## config.mk

```make
export PLATFORM = sky130hd
export DESIGN_NAME = addsub_share_ctrl
export DESIGN_NICKNAME = d
export VERILOG_FILES = /design/src/rtl/addsub_share_ctrl_pkg.sv /design/src/rtl/addsub_share_ctrl_rr_arbiter.sv /design/src/rtl/addsub_share_ctrl.sv
export SDC_FILE = /design/constraint.sdc
export NUM_CORES = 1
export LEC_CHECK = 0
export CAP_MARGIN = 20
export CORE_UTILIZATION = 51
export DETAILED_ROUTE_END_ITERATION = 7
export GPL_ROUTABILITY_DRIVEN = 0
export GPL_TIMING_DRIVEN = 0
export PLACE_DENSITY = 0.91
export SLEW_MARGIN = 0
export SYNTH_ARGS = -nofsm -noshare
export SYNTH_HDL_FRONTEND = slang
export SYNTH_HIERARCHICAL = 1
export SYNTH_SLANG_ARGS = --single-unit
```

## constraint.sdc

```tcl
create_clock -name iCLK -period 7.74 [get_ports iCLK]
set_input_delay 1.548 -clock iCLK [delete_from_list [all_inputs] [get_ports iCLK]]
set_output_delay 1.548 -clock iCLK [all_outputs]
set_load 0.01 [all_outputs]
```

## src/rtl/addsub_share_ctrl_pkg.sv

```systemverilog
// Shared encodings for the time-shared add/subtract controller.
package addsub_share_ctrl_pkg;

    typedef enum logic [1:0] {
        ST_IDLE = 2'd0,
        ST_EXEC = 2'd1,
        ST_RESP = 2'd2
    } state_t;

    // Same op encoding as the existing add/sub unit.
    localparam logic OP_ADD = 1'b1;
    localparam logic OP_SUB = 1'b0;

    // Round-robin successor of index w among n requesters.
    function automatic int unsigned rr_next(input int unsigned w, input int unsigned n);
        return (w + 1 >= n) ? 0 : w + 1;
    endfunction

endpackage

```

## src/rtl/addsub_share_ctrl_rr_arbiter.sv

```systemverilog
// Combinational round-robin arbiter: the search starts at ptr and wraps.
module addsub_share_ctrl_rr_arbiter #(
    parameter int N_REQ = 4,
    parameter int ID_W  = 2
) (
    input  logic [N_REQ-1:0] req,
    input  logic [ID_W-1:0]  ptr,
    output logic [N_REQ-1:0] gnt,
    output logic [ID_W-1:0]  id,
    output logic             any
);

    always_comb begin
        int              idx;
        logic [ID_W-1:0] cand;
        gnt  = '0;
        id   = '0;
        any  = 1'b0;
        idx  = 0;
        cand = '0;
        for (int i = 0; i < N_REQ; i++) begin
            idx = int'(ptr) + i;
            if (idx >= N_REQ) begin
                idx = idx - N_REQ;
            end
            cand = ID_W'(idx);
            if (!any && req[cand]) begin
                any       = 1'b1;
                gnt[cand] = 1'b1;
                id        = cand;
            end
        end
    end

endmodule

```

## src/rtl/addsub_share_ctrl.sv

```systemverilog
// Shares one adder/subtractor among N_REQ requesters; holds each tagged result until acked.
module addsub_share_ctrl
    import addsub_share_ctrl_pkg::*;
#(
    parameter int N_REQ = 4,
    parameter int WIDTH = 4,
    parameter int ID_W  = 2
) (
    input  logic                   iCLK,
    input  logic                   iRST,
    input  logic [N_REQ-1:0]       iREQ,
    input  logic [N_REQ*WIDTH-1:0] iA,
    input  logic [N_REQ*WIDTH-1:0] iB,
    input  logic [N_REQ-1:0]       iSEL,
    input  logic                   iACK,
    output logic [N_REQ-1:0]       oGNT,
    output logic                   oVALID,
    output logic [WIDTH-1:0]       oRES,
    output logic                   oCOUT,
    output logic                   oZERO,
    output logic [ID_W-1:0]        oID,
    output logic                   oBUSY
);

    state_t           state;
    logic [ID_W-1:0]  ptr;
    logic [WIDTH-1:0] a_q;
    logic [WIDTH-1:0] b_q;
    logic             sel_q;
    logic [ID_W-1:0]  id_q;

    logic [N_REQ-1:0] arb_gnt;
    logic [ID_W-1:0]  arb_id;
    logic             arb_any;
    logic [WIDTH-1:0] win_a;
    logic [WIDTH-1:0] win_b;
    logic             win_sel;
    logic [ID_W-1:0]  ptr_next;
    logic [WIDTH:0]   alu;

    addsub_share_ctrl_rr_arbiter #(
        .N_REQ (N_REQ),
        .ID_W  (ID_W)
    ) u_arb (
        .req (iREQ),
        .ptr (ptr),
        .gnt (arb_gnt),
        .id  (arb_id),
        .any (arb_any)
    );

    always_comb begin
        win_a    = iA[int'(arb_id)*WIDTH +: WIDTH];
        win_b    = iB[int'(arb_id)*WIDTH +: WIDTH];
        win_sel  = iSEL[arb_id];
        ptr_next = ID_W'(rr_next(int'(arb_id), N_REQ));
    end

    // The extra MSB is the carry on add and the borrow (A<B) on subtract.
    always_comb begin
        if (sel_q == OP_ADD) begin
            alu = {1'b0, a_q} + {1'b0, b_q};
        end else begin
            alu = {1'b0, a_q} - {1'b0, b_q};
        end
    end

    always_ff @(posedge iCLK or posedge iRST) begin
        if (iRST) begin
            state  <= ST_IDLE;
            ptr    <= '0;
            a_q    <= '0;
            b_q    <= '0;
            sel_q  <= OP_SUB;
            id_q   <= '0;
            oGNT   <= '0;
            oVALID <= 1'b0;
            oRES   <= '0;
            oCOUT  <= 1'b0;
            oZERO  <= 1'b0;
            oID    <= '0;
        end else begin
            oGNT <= '0;
            case (state)
                ST_IDLE: begin
                    if (arb_any) begin
                        a_q   <= win_a;
                        b_q   <= win_b;
                        sel_q <= win_sel;
                        id_q  <= arb_id;
                        oGNT  <= arb_gnt;
                        ptr   <= ptr_next;
                        state <= ST_EXEC;
                    end
                end
                ST_EXEC: begin
                    oRES   <= alu[WIDTH-1:0];
                    oCOUT  <= alu[WIDTH];
                    oZERO  <= (alu[WIDTH-1:0] == '0);
                    oID    <= id_q;
                    oVALID <= 1'b1;
                    state  <= ST_RESP;
                end
                ST_RESP: begin
                    if (iACK) begin
                        oVALID <= 1'b0;
                        state  <= ST_IDLE;
                    end
                end
                default: state <= ST_IDLE;
            endcase
        end
    end

    assign oBUSY = (state != ST_IDLE);

endmodule

```

Yosys cells after proc, flatten, opt, wreduce, memory -nomap -nowiden
Cells that the tools add are included.
{"block": "word_totals", "wordCells": 105, "regBits": 28, "inputBits": 43, "out_inout_bits": 14}
{"block": "op_classes", "reduce_logical": 17, "eq_ne": 4, "n_lt_le_gt_ge": 14, "n_shift": 2, "add_sub_neg": 10, "n_bitwise": 3, "muxes": 43}
{"cell": "variable part select 16 x 5 -> 4 bit", "n": 2}
{"cell": "2-to-1 mux 4 bit", "n": 6}
{"cell": "2-to-1 mux 2 bit", "n": 11}
{"cell": "< comparator 2 x 3 -> 1 bit (second input constant)", "n": 5}
{"cell": "2-to-1 mux 1 bit", "n": 14}
{"cell": ">= comparator 3 bit (second input constant)", "n": 4}
{"cell": "OR 4 bit", "n": 3}
{"cell": "binary-select mux 1 bit (select 2 bit)", "n": 5}
{"cell": "demux 1 bit (select 2 bit)", "n": 4}
{"cell": ">= comparator 2 x 1 -> 1 bit (second input constant)", "n": 4}
{"cell": "subtractor 2 x 1 -> 2 bit (second input constant)", "n": 4}
{"cell": "logical AND 1 bit", "n": 7}
{"cell": "adder 2 x 1 -> 3 bit (second input constant)", "n": 2}
{"cell": "adder 2 x 2 -> 3 bit (second input constant)", "n": 2}
{"cell": "one-hot mux 2 bit (3 select lines)", "n": 1}
{"cell": "AND reduction 2 bit", "n": 3}
{"cell": "adder 4 x 4 -> 5 bit", "n": 1}
{"cell": "2-to-1 mux 5 bit", "n": 1}
{"cell": "subtractor 4 x 4 -> 5 bit", "n": 1}
{"cell": "zero test 4 bit", "n": 1}
{"cell": "inequality test 2 bit (second input constant)", "n": 2}
{"cell": "nonzero test 2 bit", "n": 2}
{"cell": ">= comparator 2 x 3 -> 1 bit (second input constant)", "n": 1}
{"cell": "zero test 1 bit", "n": 3}
{"cell": "4 further kinds", "n": 4}

Logic depth before layout (Yosys ltp)
Gate-level depths: netlist of run 1.
{"block": "logic_depth", "ltp_word": 17, "mapped_depth": 12, "depth_no_buf": 9}

By module
Netlist of run 1, hierarchy kept.
{"mod": "addsub_share_ctrl", "cells_each": 114, "seq_area_each_um2": 700.7, "area_per_inst_um2": 1517.7, "instances": 1}
{"mod": "addsub_share_ctrl_rr_arbiter", "cells_each": 45, "seq_area_each_um2": 0.0, "area_per_inst_um2": 421.7, "instances": 1}

Worst setup path after synthesis of run 1
No wires, ideal clock.
{"block": "synth_timing", "kind": "in2reg", "start": "input iREQ[3]", "end": "register a_q[0]", "arrival_time_ns": 3.664, "setup_ns": 0.125, "cell_stages": 6, "path_buffers": 2, "required_ns": 7.615, "slack_ns": 3.951, "path_cell_list": "mux4_2 -> clkbuf_1 -> o31ai_1 -> buf_6 -> mux4_2 -> mux2_4"}
{"block": "synth_between", "elab_chain_cells": 13, "word_cells_on_any_way": 24, "classes_between": "shift (1); mux (16); reduce/logical (7)"}
{"item": "start, declared", "line": "addsub_share_ctrl.sv:11", "text": "input logic [N_REQ-1:0] iREQ,"}
{"item": "binary-select mux 1 bit (select 2 bit)", "line": "addsub_share_ctrl_rr_arbiter.sv:27", "text": "if (!any && req[cand]) begin"}
{"item": "2-to-1 mux 1 bit (not written as such)", "line": "addsub_share_ctrl_rr_arbiter.sv:27"}
{"item": "2-to-1 mux 1 bit", "line": "addsub_share_ctrl_rr_arbiter.sv:27"}
{"item": "zero test 1 bit", "line": "addsub_share_ctrl_rr_arbiter.sv:27"}
{"item": "logical AND 1 bit", "line": "addsub_share_ctrl_rr_arbiter.sv:27"}
{"item": "2-to-1 mux 1 bit", "line": "addsub_share_ctrl_rr_arbiter.sv:27"}
{"item": "zero test 1 bit", "line": "addsub_share_ctrl_rr_arbiter.sv:27"}
{"item": "logical AND 1 bit", "line": "addsub_share_ctrl_rr_arbiter.sv:27"}
{"item": "2-to-1 mux 1 bit", "line": "addsub_share_ctrl_rr_arbiter.sv:27"}
{"item": "zero test 1 bit", "line": "addsub_share_ctrl_rr_arbiter.sv:27"}
{"item": "logical AND 1 bit", "line": "addsub_share_ctrl_rr_arbiter.sv:27"}
{"item": "2-to-1 mux 2 bit *", "line": "addsub_share_ctrl_rr_arbiter.sv:27"}
{"item": "named net arb_id[0]", "line": "addsub_share_ctrl.sv:33", "text": "logic [ID_W-1:0] arb_id;"}
{"item": "variable part select 16 x 5 -> 4 bit *", "line": "addsub_share_ctrl.sv:53", "text": "win_a = iA[int'(arb_id)*WIDTH +: WIDTH];"}
{"item": "end signal, assigned", "line": "addsub_share_ctrl.sv:87", "text": "a_q <= win_a;"}
{"item": "end, declared", "line": "addsub_share_ctrl.sv:27", "text": "logic [WIDTH-1:0] a_q;"}
The timed path passes the listed nets; every way through them passes the cells marked *. The select of a mux whose other input is x is not followed.
A chain may end at the register's enable or synchronous reset.

Final worst setup path of run 1
{"block": "layout_timing", "start": "input iREQ[3]", "end": "register a_q[1]"}
The elaborated chain is that of the path after synthesis.

==> reports/metrics.cfg, run 1 <==
[status]
status = completed

[synthesis]
synth_seq_cells = 28
avgSynthCellArea_um2 = 12.20
syn-num-nets = 215
async_flop_share_pct = 100.0
ys_warn_count = 6
synth_area_um2 = 1939
yosysSeqAreaShare_pct = 36.13
synth.distinct_cells = 36
synthCells = 159
synth_edf_count = 0
ys.flop_type = dfrtp_1

[job]
max-cap-violations = 0

[drt]
postRouteAntennaNets = 0
wl_per_cell_um = 13.66
drtIter0Drc = 41
first_pass_iters = 4
drc = 0
via_count = 1451
via_per_inst = 5.414
finalWirelength_um = 3662

[power_and_ir_drop]
total_power_uw = 1293
cellPowerDensity_nw_per_um2 = 486.2
peakVddDrop_uv = 264.4
power.leakage_uw = 0.001145

[global_route]
grt_pass1_wl_um = 6651
grt_usage_pct = 20.79
grt_antenna_before_repair = 0
gr-total-overflow = 0
grt_max_degree = 29
grt_pass1_vias = 1529

[setup_path]
cp-end-kind = register
worstPathArrival_ps = 4430
worstPathRequired_ps = 7910
worstSetupPathType = input port to register
startpoint_type = input port
crit_fanout = 10

[timing]
period_share_pct = 55.04
fin_setup_tns_ps = 0
skew_ps = 5.318
max-slew-margin-rel_pct = 60.13
layout_min_cycle_time_ps = 4260
fmax_ghz = 0.2347
worst_pin_slew_ps = 592.9
rsz0062_at_grt = false
slew_violations = 0
hold_violations = 0
finalSetupViolations = 0

[floorplanning]
die_w_um = 63.67
coreArea_um2 = 3661
io_pins = 57
die_area_um2 = 4053
die_h_um = 63.67
initial_core_util_pct = 52.97
floorplan.rows = 22

[final_layout]
final_common_cell = clkdlybuf4s50_1
nets = 277
n_fill_cell = 250
n_antenna_cell = 0
most-common-layout-cells = clkdlybuf4s50_1, dfrtp_1, mux2_2, ha_1
drive_gt1_share_pct = 18.64
area_delta_synth_final_pct = 37.10

[cts]
h-tree-depth = 1
clkTransAtPathRegs_ps = 90
postCtsSetupRepairBufs = 0
root_buffer = clkbuf_8
post_cts.resized_instances = 0
cts_made_buffers = 3
clk-insertion-delay-late_ps = 270
holdBufCountCts = 0
clockBufferDepth = 2
numClockSinks = 28
cts_tree = yes

[place]
portBuffers = 56
dp.final_hpwl_um = 2921

[hold_path]
hold_class = register to register

-- power breakdown --
part | switching [uW] | total (uW) | internal (uW)
Combinational | 397 | 894 | 498
Clock | 43.9 | 113 | 69.2
Sequential | 59.8 | 286 | 226
-- cell type report --
type | instances | area, um^2 | share of cell area [%]
inverter | 8 | 30.03 | 1.129
buffer | 8 | 65.06 | 2.447
clock buffer | 3 | 41.29 | 1.553
clock inverter | 1 | 30.03 | 1.129
timing repair buffer | 57 | 588.1 | 22.12
tap | 48 | 60.06 | 2.259
sequential | 28 | 700.7 | 26.35
multi-input combinational | 115 | 1144 | 43.01
-- cell usage after synthesis, drive strengths merged (2+ instances only) --
cell	count	share of area, %
a22oi	8	3.1
nand2b	3	0.97
mux4	13	16
nor2	11	2.3
o31ai	2	0.77
ha	12	7.7
xor2	4	1.8
and2	4	1.3
o21ai	10	2.6
nand2	9	1.7
inv	8	1.5
nor2b	2	0.65
a21oi	4	1.0
nor3	2	0.52
dfrtp	28	36
buf	7	3.2
mux2	18	12
mux2i	2	1.0
-- routing by layer --
| metal | vias up | GRT usage [%] | wire length [um] |
|---|---|---|---|
| met5 | - | 0 | 0 |
| met4 | 0 | 8.807 | 48 |
| met3 | 4 | 1.268 | 77 |
| met2 | 37 | 36.70 | 1885 |
| met1 | 698 | 26.08 | 1650 |
| li1 | 712 | - | - |
-- worst paths after layout --
| check | depth (start not counted) | slack, ps | start | to |
|---|---|---|---|---|
| max in group asynchronous | 3 | 5830 | iRST | oID[1] |
| hold / removal | 2 | 490 | oRES[2] | oRES[2] |
| min in group asynchronous | 2 | 1520 | iRST | oVALID |
| setup reg to reg | 10 | 4510 | ptr[1] | a_q[1] |
| hold reg to reg | 2 | 490 | oRES[2] | oRES[2] |
| setup / recovery | 7 | 3480 | iREQ[3] | a_q[1] |
-- kinds of logic (layout without fill, tap and decap cells) --
family	after synthesis	in the layout	share of synthesized area [%]
fa+ha+maj	13	13	8.774
compound gates	28	28	9.226
xor+xnor	5	5	2.258
flops	28	28	36.13
buf+inv	16	77	4.903
simple gates	36	36	10.00
mux	33	33	28.71
-- flip-flops by register name, indices dropped and copies added (netlist names) --
name / cells
b_q: 4
sel_q: 1
id_q: 2
a_q: 4
ptr: 2
oVALID: 1
oGNT: 4
oID: 2
oZERO: 1
oCOUT: 1
state: 2
oRES: 4
-- critical path, stage by stage --
cell             delay [ps]
clkdlybuf4s50_1         470
mux4_2                  560
clkbuf_1                220
o31ai_1                 570
buf_6                   250
mux4_2                  520
mux2_4                  260
-- per-stage QoR --
stage / utilization (%) / setup slack [ps] / instances / area [um^2] / hold WS [ps]
after floorplan: - / 3951 / 159 / 1939 / 466.3
after global placement: 69.92 / 3219 / 263 / 2560 / 461.2
after detailed placement: 69.92 / 3167 / 263 / 2560 / 471.6
after CTS: 71.87 / 3459 / 267 / 2631 / 494.1
after global routing: 72.62 / 3301 / 268 / 2659 / 512.0
final: 72.62 / 3480 / 268 / 2659 / 488.6
Power figures use the tool's default switching activity.
==> run 2: changes to the inputs <==
--- a/config.mk
+++ b/config.mk
@@ -6,11 +6,11 @@
 export NUM_CORES = 1
 export LEC_CHECK = 0
 export CAP_MARGIN = 20
-export CORE_UTILIZATION = 51
+export CORE_UTILIZATION = 48
 export DETAILED_ROUTE_END_ITERATION = 7
 export GPL_ROUTABILITY_DRIVEN = 0
 export GPL_TIMING_DRIVEN = 0
-export PLACE_DENSITY = 0.91
+export PLACE_DENSITY = 0.87
 export SLEW_MARGIN = 0
 export SYNTH_ARGS = -nofsm -noshare
 export SYNTH_HDL_FRONTEND = slang
==> constraint.sdc (replaced) <==
create_clock -name iCLK -period 4.09 [get_ports iCLK]
set_input_delay 0.818 -clock iCLK [delete_from_list [all_inputs] [get_ports iCLK]]
set_output_delay 0.818 -clock iCLK [all_outputs]
set_load 0.01 [all_outputs]
==> run 2 against run 1 <==
- wire length rose by 0.16%
- clock skew rose by 1.7 ps
- design area did not move
- critical path depth did not move
- combinational power rose by 90%
- flip-flop and latch count did not move
- highest routed layer unchanged
- critical path type unchanged
==> reports/metrics.cfg, run 2 (synthesis gave the netlist of run 1 again) <==
[cts]
clk-insertion-delay-late_ps = 270  ; about the same
cts_tree = yes  ; unchanged
cts_made_buffers = 3  ; unchanged
h-tree-depth = 1  ; unchanged
root_buffer = clkbuf_8  ; unchanged
holdBufCountCts = 0  ; unchanged
numClockSinks = 28  ; unchanged
postCtsSetupRepairBufs = 0  ; unchanged
clockBufferDepth = 2  ; unchanged
clkTransAtPathRegs_ps = 100  ; was 90 ps
post_cts.resized_instances = 0  ; unchanged

[final_layout]
final_common_cell = clkdlybuf4s50_1  ; unchanged
most-common-layout-cells = clkdlybuf4s50_1, dfrtp_1, mux2_2, ha_1  ; unchanged
instances_no_fill = 268  ; unchanged
drive_gt1_share_pct = 18.64  ; unchanged
nets = 277  ; unchanged
n_antenna_cell = 0  ; unchanged
final_area_um2 = 2659  ; unchanged
area_delta_synth_final_pct = 37.10  ; unchanged

[timing]
slew_violations = 0  ; unchanged
worst_pin_slew_ps = 607.7  ; was 592.9 ps
layout_min_cycle_time_ps = 3553
finalSetupViolations = 0  ; unchanged
final.setup.worst_slack_ps = 536.9  ; was 3480 ps
skew_ps = 6.997  ; was 5.318 ps
hold_violations = 0  ; unchanged
rsz0062_at_grt = false  ; unchanged
max-slew-margin-rel_pct = 59.14  ; was 60.13%
fmax_ghz = 0.2814
period_share_pct = 86.87
fin_setup_tns_ps = 0  ; unchanged

[drt]
via_per_inst = 5.459  ; was 5.414
via_count = 1463  ; was 1451
drtIter0Drc = 28  ; was 41
postRouteAntennaNets = 0  ; unchanged
wl_per_cell_um = 13.69  ; was 13.66 um
first_pass_iters = 4  ; unchanged
drc = 0  ; unchanged
finalWirelength_um = 3668  ; was 3662 um

[global_route]
use_met2_pct = 33.76  ; was 36.70%
grt_pass1_wl_um = 6506  ; was 6651 um
grt_antenna_before_repair = 0  ; unchanged
grt_util_met3_pct = 2.083  ; was 1.268%
grt_usage_pct = 19.52  ; was 20.79%
grt_max_degree = 29  ; unchanged
grt_pass1_vias = 1464  ; was 1529
use_met1_pct = 25.00  ; was 26.08%
gr-total-overflow = 0  ; unchanged
busiest_layer = met2  ; unchanged

[job]
max-cap-violations = 0  ; unchanged

[floorplanning]
die_w_um = 65.57  ; was 63.67 um
io_pins = 57  ; unchanged
initial_core_util_pct = 51.43  ; was 52.97%
die_area_um2 = 4299  ; was 4053 um^2
die_h_um = 65.57  ; was 63.67 um
floorplan.rows = 22  ; unchanged
coreArea_um2 = 3771  ; was 3661 um^2

[place]
placed_cell_area_um2 = 2560  ; unchanged
portBuffers = 56  ; unchanged
place_inst = 263  ; unchanged
pre_cts_slack_ps = 232.9  ; was 3167 ps
dp.final_hpwl_um = 2822  ; was 2921 um

[setup_path]
startpoint_type = input port  ; unchanged
cp-end-kind = register  ; unchanged
worstSetupPathType = input port to register  ; unchanged
reg2reg_depth = 10  ; unchanged
critPathMaxStageDelay_ps = 580  ; was 570 ps
cp_slowest_cell = o31ai_1  ; unchanged
worstPathRequired_ps = 4260  ; was 7910 ps
r2r_setup_slack_ps = 820  ; was 4510 ps
reg2reg_from = ptr[1]  ; unchanged
rr_endpoint = a_q[3]  ; was a_q[1]
worstPathArrival_ps = 3720  ; was 4430 ps
worst-path-stages = 7  ; unchanged
cp_top_family = multiplexers  ; unchanged
path_common_cell = mux4_2  ; unchanged
cp_cell_sequence = clkdlybuf4s50_1, mux4_2, clkbuf_1, o31ai_1, buf_6, mux4_2, mux2_4  ; unchanged
worst-path-buf-inv = 3  ; unchanged
crit_fanout = 10  ; unchanged

[hold_path]
hold_end = oZERO  ; was oRES[2]
hold_class = register to register  ; unchanged
hold_depth = 2  ; unchanged
worstHoldStart = oZERO  ; was oRES[2]

[power_and_ir_drop]
total_power_uw = 2453  ; was 1293 uW
peakVddDrop_uv = 564.3  ; was 264.4 uV
power.leakage_uw = 0.001145  ; unchanged
cellPowerDensity_nw_per_um2 = 922.7  ; was 486.2 nW/um^2

[status]
status = completed  ; unchanged

==> run 2: tightest hold or removal path, cell delays in order, from the launching register on <==
cell	delay (ps)
dfrtp_1	350
nand2_1	50
o31ai_1	60
==> run 2: area by class of cell <==
type / count / area, um^2
Clock buffer: 3 / 41.29
Sequential cell: 28 / 700.7
Fill cell: 275 / 1112
Tap cell: 48 / 60.06
Clock inverter: 1 / 30.03
Timing Repair Buffer: 57 / 588.1
Multi-Input combinational cell: 115 / 1144
Buffer: 8 / 65.06
Inverter: 8 / 30.03
==> run 2: worst max path at each step <==
stage | startpoint | endpoint | slack, ps
2_1_floorplan | iREQ[3] | a_q[0] | 1030
3_3_place_gp | iREQ[3] | a_q[3] | 300
3_5_place_dp | iREQ[3] | a_q[3] | 230
4_1_cts | iREQ[3] | a_q[3] | 530
5_1_grt | iREQ[3] | b_q[3] | 440
6_report | iREQ[3] | a_q[3] | 540
==> run 2: routing by layer <==
layer  up-vias  part of all wire (%)  wire (um)
met5         -                     0          0
met4         0                   1.1         42
met3         4                   3.1        112
met2        39                    51       1880
met1       712                    45       1633
li1        708                     -          -
==> run 2: metrics by stage <==
stage	utilization [%]	hold slack [ps]
floorplan	-	466.3
global placement	67.88	461.7
detailed placement	67.88	466.0
CTS	69.77	488.5
global route	70.50	538.1
finish	70.50	486.4
==> run 2: power by group <==
part	total, uW	internal, uW	switching, uW
clock network	215	131	84.0
logic	1700	941	756
registers	541	427	114
total	2450	1500	954
